## src/rtl/or7_req_arbiter.sv

```systemverilog
// Round-robin arbiter sharing one resource among 7 requesters.
// The grant is registered and one-hot, and it is held until done, a withdrawal or a hold timeout.
module or7_req_arbiter #(
   parameter int N_REQ    = 7,
   parameter int MAX_HOLD = 16,
   parameter int CNT_W    = 5
) (
   input  logic             clk,
   input  logic             rst_n,
   input  logic [N_REQ-1:0] req,
   input  logic             done,
   output logic [N_REQ-1:0] grant,
   output logic             grant_valid,
   output logic [2:0]       grant_id,
   output logic             busy,
   output logic             timeout
);

   typedef enum logic {
      S_IDLE    = 1'b0,
      S_GRANTED = 1'b1
   } state_e;

   localparam bit             HOLD_EN   = (MAX_HOLD != 0);
   localparam logic [CNT_W-1:0] HOLD_LAST = HOLD_EN ? CNT_W'(MAX_HOLD - 1) : '0;

   state_e             state_q;
   logic [2:0]         ptr_q;
   logic [CNT_W-1:0]   hold_cnt_q;
   logic [N_REQ-1:0]   grant_q;
   logic [2:0]         grant_id_q;
   logic               grant_valid_q;
   logic               busy_q;
   logic               timeout_q;

   logic               any_req;
   logic               win_found;
   logic [2:0]         win_id;
   logic [2:0]         ptr_d;
   logic               rel_done;
   logic               rel_withdraw;
   logic               rel_limit;
   logic               release_now;

   assign any_req = |req;

   // Scan from ptr upward with wrap; iterating from the far end lets the nearest hit win.
   // NOTE: every always_comb output gets a default first so no latch is inferred.
   always_comb begin
      int idx;
      win_found = 1'b0;
      win_id    = '0;
      idx       = 0;
      for (int off = N_REQ - 1; off >= 0; off--) begin
         idx = (int'(ptr_q) + off) % N_REQ;
         if (req[idx]) begin
            win_found = 1'b1;
            win_id    = 3'(idx);
         end
      end
   end

   assign rel_done     = done;
   assign rel_withdraw = ~req[grant_id_q];
   assign rel_limit    = HOLD_EN && (hold_cnt_q == HOLD_LAST);
   assign release_now  = rel_done | rel_withdraw | rel_limit;
   assign ptr_d        = (grant_id_q == 3'(N_REQ - 1)) ? 3'd0 : grant_id_q + 3'd1;

   // NOTE: sequential state uses non-blocking assignments so every flop samples pre-edge values.
   always_ff @(posedge clk) begin
      if (!rst_n) begin
         state_q       <= S_IDLE;
         ptr_q         <= '0;
         hold_cnt_q    <= '0;
         grant_q       <= '0;
         grant_id_q    <= '0;
         grant_valid_q <= 1'b0;
         busy_q        <= 1'b0;
         timeout_q     <= 1'b0;
      end else begin
         timeout_q <= 1'b0;
         case (state_q)
            S_IDLE: begin
               if (any_req && win_found) begin
                  state_q       <= S_GRANTED;
                  grant_q       <= N_REQ'(1) << win_id;
                  grant_id_q    <= win_id;
                  grant_valid_q <= 1'b1;
                  busy_q        <= 1'b1;
                  hold_cnt_q    <= '0;
               end
            end
            S_GRANTED: begin
               if (release_now) begin
                  state_q       <= S_IDLE;
                  grant_q       <= '0;
                  grant_valid_q <= 1'b0;
                  busy_q        <= 1'b0;
                  ptr_q         <= ptr_d;
                  // A timeout is only reported when the limit alone forced the release.
                  timeout_q     <= rel_limit & ~rel_done & ~rel_withdraw;
               end else begin
                  hold_cnt_q <= hold_cnt_q + 1'b1;
               end
            end
            default: begin
               state_q       <= S_IDLE;
               grant_q       <= '0;
               grant_valid_q <= 1'b0;
               busy_q        <= 1'b0;
            end
         endcase
      end
   end

   assign grant       = grant_q;
   assign grant_valid = grant_valid_q;
   assign grant_id    = grant_id_q;
   assign busy        = busy_q;
   assign timeout     = timeout_q;

endmodule

```

## config.mk

```make
export PLATFORM = sky130hd
export DESIGN_NAME = or7_req_arbiter
export DESIGN_NICKNAME = d
export VERILOG_FILES = /design/src/rtl/or7_req_arbiter.sv
export SDC_FILE = /design/constraint.sdc
export NUM_CORES = 1
export LEC_CHECK = 0
export ABC_AREA = 1
export BUFFER_PORTS_ARGS = -buffer_cell sky130_fd_sc_hd__buf_2
export CAP_MARGIN = 20
export CORE_UTILIZATION = 50
export CTS_BUF_LIST = sky130_fd_sc_hd__clkbuf_16
export CTS_CLUSTER_SIZE = 14
export DETAILED_ROUTE_END_ITERATION = 7
export PLACE_DENSITY = 0.78
export SLEW_MARGIN = 20
export SYNTH_ARGS = -nofsm -noshare
export SYNTH_HDL_FRONTEND = slang
export SYNTH_SLANG_ARGS = --single-unit
```

## constraint.sdc

```tcl
create_clock -name clk -period 7.2 [get_ports clk]
set_input_delay 0.36 -clock clk [delete_from_list [all_inputs] [get_ports clk]]
set_output_delay 0.36 -clock clk [all_outputs]
set_load 0.01 [all_outputs]
```

==> impl_results.md <==
* Status: completed
* Sequential area share after synthesis at 0.150
* Fmax at between 200 and 250 MHz
* Maximum vdd drop at 0.261 mV
* Final worst path period share at 0.621
* Cts repair resizes at 0
* Area of the multi-input gates at 0.00205 mm2
* Synthesized area per cell at 6.15 um2
* Reg2reg path depth at 26
* First-iteration detailed-routing DRC count at 233
* Worst Hold Launch: done
* Worst Path Required at 7370 ps
* Flop2flop setup slack at 2730 ps
* H-tree levels at 1
* Post-Synthesis Cell Area at 0.00280 mm2
* GR peak layer: met2
* Chip Height at 76.9 um
* Via count at 2906
* Largest net degree at the start of global routing at 23
* # IOs at 23
* Number of global-route vias before repair at between 2000 and 3000
* Max Cap Viol at 0
* RSZ-0062 raised after global routing: no
* Nets at about 500
* Core outline area at 0.00524 mm2
* Clk Latency, worst-skew pair at 250 ps
* CP Data Arrival Time at 4640 ps
* Post-CTS Setup Inserts at 0
* CP Launch Type: flop
* Met2 GRT Util at 0.413
* Top-area cell type share of the netlist area at 0.161
* Vias per cell at 5.32
* Commonest non-fill, non-tap cell in the layout: nand2_1
* CP Class: reg2reg
* Reg area at 420 um2
* Final GP Congestion at around 1.0
* Num CTS Buffers at 3
* Clk pin slew, worst setup/hold paths at around 60 ps
* Leakage power at ~0.0016 uW
* Measured slew at the worst slew-check pin at 801 ps
* Initial Utilization at 0.535
* Synth-to-layout area growth at 8.39%
* Syn nets at 493
* Wire length per cell at 12.4 um
* Setup violators final at 0
* Power per cell area at around 500 mW/mm2
* Ratio of cells with drive above 1 in the final layout at 0.155
* DRC viols at 0
* First-pass GRT wire length at between 10000 and 15000 um
* PortBufs at 22
* Cts hold-fix bufs at 0
* Design area at roughly 0.0030 mm2
* Initial DRT Pass Iterations at 5
* TritonCTS sink count at 21
* All-layer global routing usage at 0.247
* Met1 Resource Use GR at 0.341
* Synth area leaders: nand2_1 (16%), dfxtp_1 (15%), ha_1 (12%), inv_1 (9.0%), nand3_1 (8.0%)
* Commonest cells after routing, fill and taps aside: nand2_1 (120), inv_1 (67), nand3_1 (45), a21oi_1 (30), nor2_1 (29)
* Post-synth cell types at 42
* Final min period at around 4500 ps
* CP Max Fanout at 22
* TNS Setup at 0 ps
* Clock root buffer: clkbuf_16
* Setup crit end kind: flop
* Placed inst area at 0.00296 mm2
* # diodes at 0
* # fillers at 513
* Hold Path End: timeout
* Gr ovfl total at 0
* Largest area contributor in the netlist: nand2_1
* CTS tree: built
* Clk buf depth at 2
* Die W at 76.9 um
* Hold Path Stages at 4
* Hold Fails Final Rpt at 0
* Slew margin rel. at 0.465
* Initial antenna violation count at 0
* Worst Setup SP: ptr_q[0]
* Worst Skew at 2.99 ps
* FP Rows at 26
* HP Class: in2reg
* Grt met3 use at 0.0179
* Warnings from Yosys at 0
* Die footprint at about 0.0059 mm2
* Synth Instances at ~460
* Number of routed nets with antenna violations at 0
* Dpl hpwl at 5500 um
* Final Max Slew Viols at 0
* DRT Wirelength at 6770 um
* R2r startpoint: ptr_q[0]
* Flops & latches, synth at 21
* Crit Reg-Reg Endpoint: grant[5]
-- worst max-delay path by stage --
| stage | endpoint | depth (start not counted) |
|---|---|---|
| floorplan | grant[5] | 26 |
| global placement | grant[5] | 26 |
| detailed placement | grant[0] | 26 |
| CTS | grant[5] | 26 |
| global route | grant[5] | 26 |
| finish | grant[5] | 26 |
-- sequential cells by signal (all words and copies together) (netlist names) --
register,flops
grant_id,3
busy,1
hold_cnt_q,5
grant,7
state_q,1
ptr_q,3
timeout,1
-- cell families (layout without fill, tap and decap cells) --
| kind of cell | count (synthesis) | count (layout) | synth area share |
|---|---|---|---|
| XOR/XNOR | 12 | 12 | 0.0495 |
| adder cells (fa/ha/maj) | 27 | 27 | 0.120 |
| buffers and inverters | 82 | 102 | 0.118 |
| AO/OA/AOI/OAI | 80 | 80 | 0.171 |
| flip-flops | 21 | 21 | 0.150 |
| AND/OR/NAND/NOR | 234 | 234 | 0.391 |
-- where the power goes --
group          internal [uW]  switching [uW]
Combinational            419             804
Sequential               145            46.4
Clock                   74.6            43.0
Total                    639             894
-- cell usage after synthesis (all sizes together) --
cell    count
o21ai      34
inv        74
nor3        4
nor2       34
buf         4
o211ai      3
a31oi       1
nand4       2
or2         3
ha         27
nand3b      3
a211o       1
nand2     138
dfxtp      21
nand3      49
clkinv      2
clkbuf      2
a21oi      32
o22ai       1
o21bai      2
o31ai       1
xor2       12
nor3b       1
a211oi      5
-- routing by layer --
layer	share of wire	routed length [um]	up-vias
met1	0.48	3280	1300
met4	0.0092	62	0
met5	0	0	-
li1	-	-	1514
met3	0.060	404	9
met2	0.45	3020	83
-- metrics by stage --
stage / cells / hold WS, ps / total power [uW] / setup slack [ps] / util
final: 546 / 375 / 1530 / 2730 / 0.580
after global routing: 546 / 397 / 1730 / 2190 / 0.580
after CTS: 546 / 380 / 1520 / 2730 / 0.580
after detailed placement: 542 / 451 / 1390 / 2760 / 0.565
after global placement: 542 / 447 / 1370 / 2830 / 0.565
after floorplan: 456 / 434 / 1160 / 3650 / -
-- cell type report --
type / instances / share of cell area
clock buffer: 3 / 0.0247
tap: 70 / 0.0288
inverter: 76 / 0.0947
clock inverter: 1 / 0.00165
sequential: 21 / 0.138
timing repair buffer: 22 / 0.0362
multi-input combinational: 353 / 0.676
-- worst max-delay path, cell delays in order, from the launching register on --
cell,delay [ps]
dfxtp_1,840
inv_2,270
ha_1,500
ha_1,260
ha_1,200
inv_1,110
nand2_2,80
xor2_1,230
ha_1,230
nand3_2,140
nand2_2,130
nand2_1,60
o21ai_1,150
nand3_1,110
nand2_1,60
nand2_1,90
nand2_1,120
nand2_1,60
nand3_1,70
nand2_1,50
nand2_1,70
nand2_1,50
nand2_1,50
nand2_1,130
inv_2,110
nand3_1,70
a21oi_1,140
No activity file was read; power rests on OpenSTA's default activity.
